<file path="src/rtl/swin_frame_seq_pkg.sv">
// Shared types and constants for the sliding-window frame sequencer.
package swin_frame_seq_pkg;

  localparam int unsigned FRAME_CNT_W = 16;

  typedef enum logic [1:0] {
    ST_IDLE  = 2'd0,
    ST_FEED  = 2'd1,
    ST_FLUSH = 2'd2,
    ST_DONE  = 2'd3
  } state_e;

endpackage

</file>
<file path="src/rtl/swin_frame_seq.sv">
// Frame sequencer beside a 3x3 window: feeds one frame of source pixels,
// flushes the window with a border value, and checks the window's output count.
module swin_frame_seq
  import swin_frame_seq_pkg::*;
#(
  parameter int unsigned P_WIDTH     = 32,
  parameter int unsigned P_HEIGHT    = 24,
  parameter int unsigned DW          = 32,
  parameter int unsigned P_PIX_CNT_W = 10
) (
  input  logic                   clk,
  input  logic                   rst_n,
  input  logic                   start,
  input  logic [DW-1:0]          cfg_border,
  input  logic                   s_valid,
  input  logic [DW-1:0]          s_data,
  output logic                   s_ready,
  output logic                   win_din_valid,
  output logic [DW-1:0]          win_din,
  input  logic                   win_valid,
  input  logic                   win_last_pixel,
  output logic                   busy,
  output logic                   done,
  output logic                   frame_err,
  output logic [FRAME_CNT_W-1:0] frame_cnt
);

  localparam int unsigned PIX_TOTAL   = P_WIDTH * P_HEIGHT;
  localparam int unsigned FLUSH_LIMIT = 2 * P_WIDTH + 4;
  localparam int unsigned FLUSH_CW    = $clog2(FLUSH_LIMIT + 1);
  localparam int unsigned OUT_CMP_W   = P_PIX_CNT_W + 1;

  state_e                 state_q;
  state_e                 state_d;
  logic [P_PIX_CNT_W-1:0] in_cnt_q;
  logic [P_PIX_CNT_W-1:0] out_cnt_q;
  logic [FLUSH_CW-1:0]    flush_cnt_q;
  logic [DW-1:0]          border_q;
  logic                   frame_err_q;
  logic [FRAME_CNT_W-1:0] frame_cnt_q;

  logic start_acc;
  logic xfer;
  logic last_xfer;
  logic flush_timeout;
  logic out_short;
  logic err_set;

  // State register
  always_ff @(posedge clk) begin
    if (!rst_n) begin
      state_q <= ST_IDLE;
    end else begin
      state_q <= state_d;
    end
  end

  // Next-state, error detection and pixel-path outputs
  always_comb begin
    state_d       = state_q;
    err_set       = 1'b0;
    s_ready       = 1'b0;
    win_din_valid = 1'b0;
    win_din       = '0;
    start_acc     = (state_q == ST_IDLE) && start;
    xfer          = (state_q == ST_FEED) && s_valid;
    last_xfer     = xfer && (in_cnt_q == P_PIX_CNT_W'(PIX_TOTAL - 1));
    flush_timeout = (flush_cnt_q == FLUSH_CW'(FLUSH_LIMIT - 1));
    // Count includes the output flagged last in this same cycle
    out_short     = (OUT_CMP_W'(out_cnt_q) + OUT_CMP_W'(1)) != OUT_CMP_W'(PIX_TOTAL);

    case (state_q)
      ST_IDLE: begin
        if (start) state_d = ST_FEED;
      end
      ST_FEED: begin
        s_ready       = 1'b1;
        win_din_valid = s_valid;
        win_din       = s_data;
        if (win_last_pixel) begin
          state_d = ST_DONE;
          err_set = 1'b1;
        end else if (last_xfer) begin
          state_d = ST_FLUSH;
        end
      end
      ST_FLUSH: begin
        win_din_valid = 1'b1;
        win_din       = border_q;
        if (win_last_pixel) begin
          state_d = ST_DONE;
          err_set = out_short;
        end else if (flush_timeout) begin
          state_d = ST_DONE;
          err_set = 1'b1;
        end
      end
      ST_DONE: begin
        state_d = ST_IDLE;
      end
      default: begin
        state_d = ST_IDLE;
      end
    endcase
  end

  // Frame counters, border latch and sticky error
  always_ff @(posedge clk) begin
    if (!rst_n) begin
      in_cnt_q    <= '0;
      out_cnt_q   <= '0;
      flush_cnt_q <= '0;
      border_q    <= '0;
      frame_err_q <= 1'b0;
      frame_cnt_q <= '0;
    end else begin
      if (start_acc) begin
        in_cnt_q    <= '0;
        out_cnt_q   <= '0;
        flush_cnt_q <= '0;
        border_q    <= cfg_border;
        frame_err_q <= 1'b0;
      end else begin
        if (xfer) in_cnt_q <= in_cnt_q + P_PIX_CNT_W'(1);
        if (busy && win_valid) out_cnt_q <= out_cnt_q + P_PIX_CNT_W'(1);
        if (state_q == ST_FLUSH) flush_cnt_q <= flush_cnt_q + FLUSH_CW'(1);
        if (err_set) frame_err_q <= 1'b1;
      end
      if (state_q == ST_DONE) frame_cnt_q <= frame_cnt_q + FRAME_CNT_W'(1);
    end
  end

  assign busy      = (state_q == ST_FEED) || (state_q == ST_FLUSH);
  assign done      = (state_q == ST_DONE);
  assign frame_err = frame_err_q;
  assign frame_cnt = frame_cnt_q;

endmodule

</file>
<file path="config.mk">
export PLATFORM = sky130hd
export DESIGN_NAME = swin_frame_seq
export DESIGN_NICKNAME = d
export VERILOG_FILES = /design/src/rtl/swin_frame_seq_pkg.sv /design/src/rtl/swin_frame_seq.sv
export SDC_FILE = /design/constraint.sdc
export NUM_CORES = 1
export LEC_CHECK = 0
export CORE_MARGIN = 3
export CORE_UTILIZATION = 50
export DETAILED_ROUTE_END_ITERATION = 7
export PLACE_DENSITY = 0.88
export SLEW_MARGIN = 20
export SYNTH_ARGS = -nofsm -noshare
export SYNTH_HDL_FRONTEND = slang
export SYNTH_SLANG_ARGS = --single-unit
</file>
<file path="constraint.sdc">
create_clock -name clk -period 2.7 [get_ports clk]
set_clock_uncertainty 0.1 [all_clocks]
set_input_delay 0.405 -clock clk [delete_from_list [all_inputs] [get_ports clk]]
set_output_delay 0.405 -clock clk [all_outputs]
set_load 0.02 [all_outputs]
</file>
-- Yosys cells after proc, flatten, opt, wreduce, memory -nomap -nowiden
Index checks and enable logic that the tools add are counted.
- register bits: 78
- reductions and logical operators: 8
- bitwise logic cells: 1
- multiplexer cells: 13
- $add $sub $neg: 5
- eq/ne operators: 9
- operators with widths (cell ; number):
    32-bit one-hot mux with 2 select lines ; 1
    10-bit by 1-bit adder with 10-bit output, second input constant ; 2
    16-bit by 1-bit adder with 16-bit output, second input constant ; 1
    10-bit by 1-bit adder with 11-bit output, second input constant ; 1
    11-bit by 10-bit inequality test with 1-bit output, second input constant ; 1
    10-bit equality test, second input constant ; 1
    2-bit two-way mux ; 5
    2-bit one-hot mux with 4 select lines ; 1
    7-bit by 1-bit adder with 7-bit output, second input constant ; 1
    7-bit equality test, second input constant ; 1
    3-bit inequality test, second input constant ; 2
    2-bit equality test, second input constant ; 2
    1-bit logical AND ; 4
    1-bit two-way mux ; 4
    1-bit one-hot mux with 2 select lines ; 2
    3-bit AND reduction ; 1
    2-bit by 1-bit equality test with 1-bit output, second input constant ; 1
    2-bit zero test ; 1
    2-bit inequality test, second input constant ; 1
    2-bit OR reduction ; 1
    1-bit logical OR ; 1
    1-bit NOT ; 1

-- Logic depth before layout (Yosys ltp)
Gate-level depths: netlist of run 1.
- word-level depth: 6
- mapped depth: 8

-- Least setup slack after synthesis of run 1
No wires, ideal clock.
- path type: reg2out
- from: reg state_q[1]
- to: out win_din[0]
- stages on the path, launching flop included: 7
- required time: 2.195 ns
- path buffers: 2
- data arrival time: 1.716 ns
- slack: 0.479 ns
- cell sequence: dfxtp_1 inv_1 ha_1 clkbuf_1 clkbuf_1 a22oi_1 nor2b_1
- word-level cells in the longest chain between the ends: 2
- elaborated cells on any way between the ends: 3
- classes of those cells: eq/ne (2); mux (1)
- ends and longest elaborated chain (what ; RTL line ; source):
    from (decl) ; swin_frame_seq.sv:33 ; state_e state_q;
    from (signal assigned) ; swin_frame_seq.sv:54 ; state_q <= state_d;
    2-bit equality test or 2-bit by 1-bit equality test with 1-bit output (tied branches) ; swin_frame_seq.sv:72 ; case (state_q)
    32-bit one-hot mux with 2 select lines (*) ; swin_frame_seq.sv:72 ;
    to (decl) ; swin_frame_seq.sv:19 ; output logic [DW-1:0] win_din,
Mark *: on every way between the ends. The rest lies on a longest branch, timed or not.

-- Worst setup path after layout of run 1
- from: reg state_q[1]
- to: out busy
- word-level cells in the longest chain between the ends: 2
- elaborated cells on any way between the ends: 3
- classes of those cells: eq/ne (2); reduce/logical (1)
- ends and longest elaborated chain (what ; RTL line ; source):
    2-bit by 1-bit equality test with 1-bit output or 2-bit equality test (tied branches) ; swin_frame_seq.sv:133 ; assign busy = (state_q == ST_FEED) || (state_q == ST_FLUSH);
    1-bit logical OR (*) ; swin_frame_seq.sv:133 ;
    to (decl) ; swin_frame_seq.sv:22 ; output logic busy,
Marked as above.

==> results.md, run 1 <==
- Avg WL per Cell: 14.76 µm
- Main combinational cell family by area after synthesis: simple AND/OR/NAND/NOR gates
- Leak Pwr: 2.197 nW
- First-pass GRT wire length: 16.57 mm
- Worst EP required: 2.19 ns
- Status: finished clean
- Cell variety after synth: 37
- PD cells: 747.2 nW/µm²
- CTS tree: done
- Die area: 8853 µm²
- Vias per cell: around 5.4
- Antenna violations before repair: 0
- Site row count: 31
- Syn_area_per_cell: 8.291 µm²
- Max cap viols: 0
- Synth top area share: 40.25%
- Worst-path fanout max: 14
- Congestion Overflow GR: 0
- Vias in the first global route: around 3600
- Core area: ~7400 µm²
- Worst Max-Slew Pin Slew: around 0.41 ns
- Async SR Flop Fraction: 0%
- Synth Area in Compound Gates: ~17%
- Final hold violation count: 0
- Worst path arrival time: 2.02 ns
- Primary FF master, synth: dfxtp_1
- Slew headroom: between 70% and 80%
- Highest achievable clock rate: 395.4 MHz
- Reg2reg start: state_q[1]
- Top post-synthesis cells by area: dfxtp_1, nand2_1, a21boi_0, a22oi_1, nor2b_1
- Fill cells: 557
- Routed WL: 10.14 mm
- Sequential share of the synthesized area: roughly two fifths
- Synth Area in Adders: 2.902%
- Ant. Diodes: 0
- Initial Util: 52.37%
- Synthesized area: 3880 µm²
- Die H: ~94 µm
- Max IR drop VDD: between 0.5 and 0.6 mV
- Buffers on Ports: 122
- EDFF count, synth: 0
- CP Launch Type: flip-flop
- Clk_lat worst skew: 0.35 ns
- Num CTS Buffers: 9
- H-tree depth: 3
- Pre-antenna DRT Iters: 4
- Setup ws final: 0.1709 ns
- Hold_ws: around 0.37 ns
- Final setup fails: 0
- Gate Count Post-Synth: about 470
- Slew Limit Fails: 0
- Syn nets: 547
- Post-synth top area cell: dfxtp_1
- Xor/xnor share of the synthesized area: 8.126%
- Post-CTS Setup Bufs: 0
- Total GRT Usage: 23.70%
- Critical Path Sink Type: primary output
- Tmin final: 2.529 ns
- Final GP Congestion: between 0.8 and 0.9
- Largest net degree at the start of global routing: 52
- Clock net sink count: 78
- YS warnings: 0
- Layout area overhead: 40.18%
- Mux cell area share after synthesis: 0.7739%
- Synth Area in Simple Gates: a little over a quarter
- Detail Placement HPWL: between 7 and 8 mm
- Io pins: ~120
- Initial drt markers: 170
- Setup crit start: state_q[1]
- Final nets: 662
- Setup TNS: 0 ns
- Routed Antenna Nets: 0
- Critical path class: flip-flop to primary output
- Routed via count: ~3700
- Layout cell share with drive strength beyond 1: ~5.3%
- Final Cycle Share: 93.67%
- Synthesized flop and latch total: 78
- Clk slew on worst S/H paths: around 0.080 ns
- Number of remaining DRC errors: 0
- Deepest clock path buffer count: 2
- Post-Place Worst Slack: 0.2615 ns
- Hold wc startpoint: border_q[11]
- Root buffer cell: clkbuf_8
- Tightest Hold Check Type: flip-flop to flip-flop
- RSZ-0062 raised after global routing: false
- DIE WIDTH: ~94 µm
repair_timing:
item,CTS,global route
endpoints found under the setup margin,32,8
resized for setup,28,8
hold buffers,0,0
logic make-up (layout without fill, tap and decap cells):
kind of cell,Yosys count,after routing
flops,78,78
fa+ha+maj,9,9
buf+inv,36,156
mux,3,3
compound gates,90,90
xor+xnor,36,36
simple gates,216,216
sequential cells by signal, summed over array words and instances, names as in the netlist:
name	count
out_cnt_q	10
frame_cnt	16
state_q	2
flush_cnt_q	7
in_cnt_q	10
frame_err	1
border_q	32
cell usage in the layout, fill, tap and decap left out, types with 17 or more instances in the layout:
| master | instances |
|---|---|
| a21boi_0 | 32 |
| a22oi_1 | 32 |
| and2_1 | 17 |
| clkdlybuf4s50_1 | 89 |
| dfxtp_1 | 78 |
| dlygate4sd2_1 | 25 |
| nand2_1 | 84 |
| nand4_1 | 17 |
| nor2_1 | 29 |
| nor2b_1 | 34 |
| xnor2_1 | 17 |
| xor2_1 | 19 |
synthesized netlist by cell type, drive strengths merged (2+ instances only):
cell type  instances
a21boi            32
a21o               2
a21oi              8
a22oi             32
and2              17
and3               2
and4               3
buf                3
clkbuf            26
dfxtp             78
ha                 9
inv                7
mux2i              3
nand2             84
nand2b             3
nand3             13
nand4             17
nor2              29
nor2b             34
nor3               4
nor4               2
o21ai              7
or3                5
xnor2             17
xor2              19
per-stage QoR:
stage	area (µm²)	utilization, %	std cells	total power, W
2_1_floorplan	3880	-	468	0.002415
3_3_place_gp	5195	70.12	671	0.003034
3_5_place_dp	5195	70.12	671	0.003078
4_1_cts	5419	73.15	687	0.004097
5_1_grt	5439	73.42	687	0.004314
6_report	5439	73.42	687	0.004064
area by class of cell:
class	count	area, µm²	area share [%]
tap	99	123.9	2.277
inverter	7	26.28	0.4831
multi-input combinational	354	2182	40.12
clock inverter	7	121.4	2.231
timing repair buffer	133	1300	23.90
sequential	78	1562	28.71
clock buffer	9	123.9	2.277
worst paths after layout:
| kind | to | slack, ns | depth (start not counted) |
|---|---|---|---|
| worst max-delay path | busy | 0.17 | 4 |
| worst min-delay path | border_q[11] | 0.37 | 2 |
| worst max register to register | state_q[0] | 0.59 | 7 |
| worst min register to register | border_q[11] | 0.37 | 2 |
power breakdown:
| group | switching, W | internal [W] |
|---|---|---|
| combinational | 0.000928 | 0.000706 |
| sequential | 0.0000930 | 0.00127 |
| clock | 0.000445 | 0.000619 |
metal layers:
metal	GRT usage (%)	vias up	part of all wire (%)
met5	0	-	0
met4	10.47	0	2.4
met3	6.571	18	7.1
met2	41.10	120	49
met1	27.01	1721	41
li1	-	1825	-
worst max-delay path, stage by stage (launching register included):
cell and delay, ns:
dfxtp_1 0.42, inv_1 0.12, ha_1 0.31, buf_4 0.20
clkdlybuf4s50_1 0.63
Note: power is estimated with default switching activity, not from simulation.
==> run 2: changes to the inputs <==
--- a/config.mk
+++ b/config.mk
@@ -5,11 +5,12 @@
 export SDC_FILE = /design/constraint.sdc
 export NUM_CORES = 1
 export LEC_CHECK = 0
+export CAP_MARGIN = 20
 export CORE_MARGIN = 3
 export CORE_UTILIZATION = 50
 export DETAILED_ROUTE_END_ITERATION = 7
 export PLACE_DENSITY = 0.88
-export SLEW_MARGIN = 20
+export SLEW_MARGIN = 25
 export SYNTH_ARGS = -nofsm -noshare
 export SYNTH_HDL_FRONTEND = slang
 export SYNTH_SLANG_ARGS = --single-unit
==> results of run 2 <==
Final layout, timing and power as in run 1 (identical DEF).
